`src/rtl/gcd_arbiter.sv`:
```
// Round-robin arbiter that shares a single gcd engine among NUM_REQ requesters.
// Optional feature: define GCD_ARB_ZERO_BYPASS_EN to answer zero-operand pairs without the engine.
module gcd_arbiter #(
  parameter int unsigned NUM_REQ = 4,
  parameter int unsigned WIDTH   = 16
) (
  input  logic                       clk,
  input  logic                       reset,
  input  logic [NUM_REQ-1:0]         req_valid,
  input  logic [NUM_REQ*WIDTH-1:0]   req_a,
  input  logic [NUM_REQ*WIDTH-1:0]   req_b,
  output logic [NUM_REQ-1:0]         req_ready,
  output logic [NUM_REQ-1:0]         rsp_valid,
  output logic [WIDTH-1:0]           rsp_data,
  output logic [$clog2(NUM_REQ)-1:0] rsp_id,
  output logic                       busy,
  output logic                       eng_start,
  output logic [WIDTH-1:0]           eng_in1,
  output logic [WIDTH-1:0]           eng_in2,
  input  logic [WIDTH-1:0]           eng_gcd,
  input  logic                       eng_done
);

  localparam int unsigned IdW = $clog2(NUM_REQ);

  typedef enum logic [2:0] {StIdle, StIssue, StArm, StWait, StResp} state_e;

  state_e             state_q, state_d;
  logic [IdW-1:0]     rr_ptr_q, rr_ptr_d;
  logic [IdW-1:0]     cur_id_q, cur_id_d;
  logic [WIDTH-1:0]   op_a_q, op_a_d;
  logic [WIDTH-1:0]   op_b_q, op_b_d;
  logic [WIDTH-1:0]   res_q, res_d;
  logic               busy_q, busy_d;
  logic               eng_start_q, eng_start_d;
  logic [NUM_REQ-1:0] rsp_valid_q, rsp_valid_d;
  logic [WIDTH-1:0]   rsp_data_q, rsp_data_d;
  logic [IdW-1:0]     rsp_id_q, rsp_id_d;

  logic               gnt_found;
  logic [IdW-1:0]     gnt_id;
  logic [IdW-1:0]     cand;
  logic [WIDTH-1:0]   gnt_a, gnt_b;

  // First valid requester at or after rr_ptr, wrapping around.
  always_comb begin
    gnt_found = 1'b0;
    gnt_id    = '0;
    cand      = '0;
    for (int k = 0; k < NUM_REQ; k++) begin
      cand = IdW'((int'(rr_ptr_q) + k) % NUM_REQ);
      if (!gnt_found && req_valid[cand]) begin
        gnt_found = 1'b1;
        gnt_id    = cand;
      end
    end
  end

  assign gnt_a = req_a[int'(gnt_id)*WIDTH +: WIDTH];
  assign gnt_b = req_b[int'(gnt_id)*WIDTH +: WIDTH];

  // The accept pulse must be visible in the same cycle as the grant decision.
  assign req_ready = (state_q == StIdle && gnt_found) ? (NUM_REQ'(1) << gnt_id) : '0;

  always_comb begin
    state_d  = state_q;
    rr_ptr_d = rr_ptr_q;
    cur_id_d = cur_id_q;
    op_a_d   = op_a_q;
    op_b_d   = op_b_q;
    res_d    = res_q;
    unique case (state_q)
      StIdle: begin
        if (gnt_found) begin
          op_a_d   = gnt_a;
          op_b_d   = gnt_b;
          cur_id_d = gnt_id;
          rr_ptr_d = (gnt_id == IdW'(NUM_REQ - 1)) ? '0 : gnt_id + 1'b1;
`ifdef GCD_ARB_ZERO_BYPASS_EN
          if (gnt_a == '0 || gnt_b == '0) begin
            res_d   = gnt_a | gnt_b;
            state_d = StResp;
          end else begin
            state_d = StIssue;
          end
`else
          state_d = StIssue;
`endif
        end
      end
      StIssue: state_d = StArm;
      // A done level left over from the previous operation must drop first.
      StArm: begin
        if (!eng_done) state_d = StWait;
      end
      StWait: begin
        if (eng_done) begin
          res_d   = eng_gcd;
          state_d = StResp;
        end
      end
      StResp:  state_d = StIdle;
      default: state_d = StIdle;
    endcase
  end

  // Outputs are registered from the next state so they line up with it.
  always_comb begin
    busy_d      = (state_d != StIdle);
    eng_start_d = (state_d == StIssue);
    rsp_valid_d = '0;
    rsp_data_d  = rsp_data_q;
    rsp_id_d    = rsp_id_q;
    if (state_d == StResp) begin
      rsp_valid_d = NUM_REQ'(1) << cur_id_d;
      rsp_data_d  = res_d;
      rsp_id_d    = cur_id_d;
    end
  end

  always_ff @(posedge clk) begin
    if (reset) begin
      state_q     <= StIdle;
      rr_ptr_q    <= '0;
      cur_id_q    <= '0;
      op_a_q      <= '0;
      op_b_q      <= '0;
      res_q       <= '0;
      busy_q      <= 1'b0;
      eng_start_q <= 1'b0;
      rsp_valid_q <= '0;
      rsp_data_q  <= '0;
      rsp_id_q    <= '0;
    end else begin
      state_q     <= state_d;
      rr_ptr_q    <= rr_ptr_d;
      cur_id_q    <= cur_id_d;
      op_a_q      <= op_a_d;
      op_b_q      <= op_b_d;
      res_q       <= res_d;
      busy_q      <= busy_d;
      eng_start_q <= eng_start_d;
      rsp_valid_q <= rsp_valid_d;
      rsp_data_q  <= rsp_data_d;
      rsp_id_q    <= rsp_id_d;
    end
  end

  assign busy      = busy_q;
  assign eng_start = eng_start_q;
  assign rsp_valid = rsp_valid_q;
  assign rsp_data  = rsp_data_q;
  assign rsp_id    = rsp_id_q;
  assign eng_in1   = op_a_q;
  assign eng_in2   = op_b_q;

endmodule
```
`config.mk`:
```
export PLATFORM = sky130hd
export DESIGN_NAME = gcd_arbiter
export DESIGN_NICKNAME = d
export VERILOG_FILES = /design/src/rtl/gcd_arbiter.sv
export SDC_FILE = /design/constraint.sdc
export NUM_CORES = 1
export LEC_CHECK = 0
export ABC_AREA = 1
export CORE_MARGIN = 5
export CORE_UTILIZATION = 41
export CTS_BUF_LIST = sky130_fd_sc_hd__clkbuf_4
export CTS_CLUSTER_DIAMETER = 30
export DETAILED_ROUTE_END_ITERATION = 10
export PLACE_DENSITY = 0.85
export SLEW_MARGIN = 20
export SYNTH_ARGS = -nofsm -noshare
export SYNTH_HDL_FRONTEND = slang
export SYNTH_SLANG_ARGS = --single-unit
```
`constraint.sdc`:
```
create_clock -name clk -period 3.9 [get_ports clk]
set_input_delay 1.17 -clock clk [delete_from_list [all_inputs] [get_ports clk]]
set_output_delay 1.17 -clock clk [all_outputs]
set_load 0.03 [all_outputs]
```
==> results.md, run 1 <==
- Status: finished, final reports clean
- HP Class: register to register
- Fin crit period: 3871 ps
- Area of the core: 9594 µm²
- Vias in the first global route: 4,286
- Diode count: 0
- Total congestion overflow: 0
- Most frequent cells in the layout: clkdlybuf4s50_1 (202), nand2_1 (170), nor2_1 (168)
- Hold path depth: 2
- Final hold vios: 0
- Routed WL: 13.22 mm
- Nets: 1,055
- Top-Level Pins: 211
- Drt initial violations: 296
- Slew @ Worst Pin: 557.7 ps
- Detail Route Antenna Nets: 0
- Residual DRC: 0
- TritonCTS clock tree: yes
- Setup violators final: 0
- Rows: 36
- Synth-to-layout area growth: 61.40%
- Final Max Tran Viols: 0
- Pre-Repair DR Iteration Count: 5
- Power Dens Cells: 725.9 nW/µm²
- CP arrival: 2700 ps
- GP Congestion: 0.8927
- Endpoint class of the critical path: primary output
- Syn avg cell area: 5.751 µm²
- Hold WS: 484.7 ps
- Synth Register Bits: 63
- Die height: 108.5 µm
- Max-cap violation count: 0
- Latest clock arrival within the worst-skew pair: 410 ps
- CP Launch Type: primary input
- Placed insts: 1,013
- Dominant synthesized flop cell: dfxtp_1
- WL/cell: 12.73 µm
- Num CTS Buffers: 9
- H-tree depth: 3
- Vias/cell: 4.567
- Critical Setup Path Class: primary input to primary output
- Worst reg2reg path depth: 15
- Max VDD drop: 0.3469 mV
- Rel. slew slack: 62.82%
- Distinct cell type count after synthesis: 26
- Leakage power: 0.003173 µW
- Clk_skew: 9.858 ps
- Sequential-to-total area share from yosys stat: 31.74%
- Number of flops mapped to enable cells by yosys: 0
- DR vias: 4,741
- Initial antenna violation count: 0
- Final Cycle Share: 99.25%
- Synth warn: 0
- Synthesized instance count: 691
- GRT Total Usage: 21.75%
- Most common cell after layout, fill and taps aside: clkdlybuf4s50_1
- Share of synthesized flip-flops with an asynchronous set or reset: 0%
- CTS root buffer: clkbuf_4
- Clock Path Buffers: 2
- Finished Layout Cells: 1,038
- Fraction of layout cells with a size suffix above 1: 9.503%
- Port Buf Inserts: 210
- Initial Util: 41.42%
- Chip Width: 108.5 µm
- Clock edge transition at the registers on the reported setup and hold paths: 110 ps
- Dpl ws: -149.5 ps
- Crit Path Max Fanout: 4
- Clock Sink Count: 63
- Netlist Area Pre-Place: 3974 µm²
- Die ar.: 11,760 µm²
- Global-route wire length before repair: 20.40 mm
- Final WS setup: 29.07 ps
- Post-detail-place hpwl: 9.720 mm
- Critical Path RT: 2730 ps
- Max Fclk: 0.2583 GHz
- Setup TNS: 0 ps
- Post-Syn Nets: 846
- Largest net degree at the start of global routing: 58
==> routing by layer <==
metal | track usage (%) | up-vias | share of wire [%]
met5 | 0 | - | 0
met2 | 38.08 | 165 | 49
met3 | 7.761 | 25 | 9.3
met4 | 6.132 | 0 | 2.3
li1 | - | 2485 | -
met1 | 24.89 | 2066 | 39
==> power breakdown <==
part | internal (µW) | switching [µW]
combinational | 1220 | 2040
sequential | 826 | 96.1
clock | 196 | 270
==> final timing paths <==
path	startpoint	end	slack [ps]
worst min register to register	rsp_id[0]$_SDFFE_PP0N_	rsp_id[0]$_SDFFE_PP0N_	480
worst min-delay path	rsp_id[0]$_SDFFE_PP0N_	rsp_id[0]$_SDFFE_PP0N_	480
worst max-delay path	req_valid[2]	req_ready[3]	30
worst max register to register	rr_ptr_q[0]$_SDFFE_PP0P_	eng_in1[7]$_SDFFE_PP0P_	1220
==> repair_timing <==
action                     in CTS  in global routing
setup endpoints to repair       4                  4
pin swaps                       8                 15
gates cloned                    0                  0
buffers inserted                5                  4
hold buffers                    0                  0
resized for setup              15                 17
==> flip-flops by register name, summed over array words and instances (netlist names) <==
signal,flops
cur_id_q,2
rr_ptr_q,2
state_q,3
eng_in1,16
rsp_id,2
eng_in2,16
eng_start,1
busy,1
rsp_data,16
rsp_valid,4
==> per-stage QoR <==
step	area [µm²]	utilization, %	power (µW)
3_5_place_dp	6136	63.95	4006
2_1_floorplan	3976	-	3154
4_1_cts	6336	66.04	4562
3_3_place_gp	6136	63.95	3966
6_report	6414	66.85	4656
5_1_grt	6414	66.85	5097
==> critical path: stages <==
cell             delay (ps)
clkdlybuf4s15_1         190
inv_2                    60
nand2_2                  60
nand3_2                 110
nand2_4                  70
nor2_4                  180
nand4_1                 200
nand3_2                 200
ha_4                    140
inv_1                    40
nor2_2                  130
buf_6                   140
==> final cells by class <==
class | instances | area [µm²]
Clock buffer | 9 | 67.56
Clock inverter | 7 | 72.57
Fill cell | 887 | 3181
Inverter | 106 | 400.4
Multi-Input combinational cell | 484 | 2160
Sequential cell | 63 | 1261
Tap cell | 133 | 166.4
Timing Repair Buffer | 236 | 2286
==> logic make-up after synthesis <==
group / share of synthesized area (%)
AO/OA/AOI/OAI: 3.023
flip-flops: 31.74
adder cells (fa/ha/maj): 1.259
buffers and inverters: 15.71
AND/OR/NAND/NOR: 48.27
==> cells in the mapped netlist (all sizes together), types with 2 or more instances <==
cell,instances,share of area [%]
nand3b,2,0.38
nand3,93,12
ha,4,1.3
nor2,174,17
dfxtp,63,32
o21ai,18,2.3
a21oi,3,0.38
inv,106,10
buf,26,4.6
nand2,185,18
clkbuf,12,1.1
Note: power is estimated with default switching activity, not from simulation.
==> run 2, diff against run 1 <==
--- a/config.mk
+++ b/config.mk
@@ -16,3 +16,4 @@
 export SYNTH_ARGS = -nofsm -noshare
 export SYNTH_HDL_FRONTEND = slang
 export SYNTH_SLANG_ARGS = --single-unit
+export TNS_END_PERCENT = 30
==> results of run 2 <==
No change in the layout: final DEF, timing and power equal those of run 1.
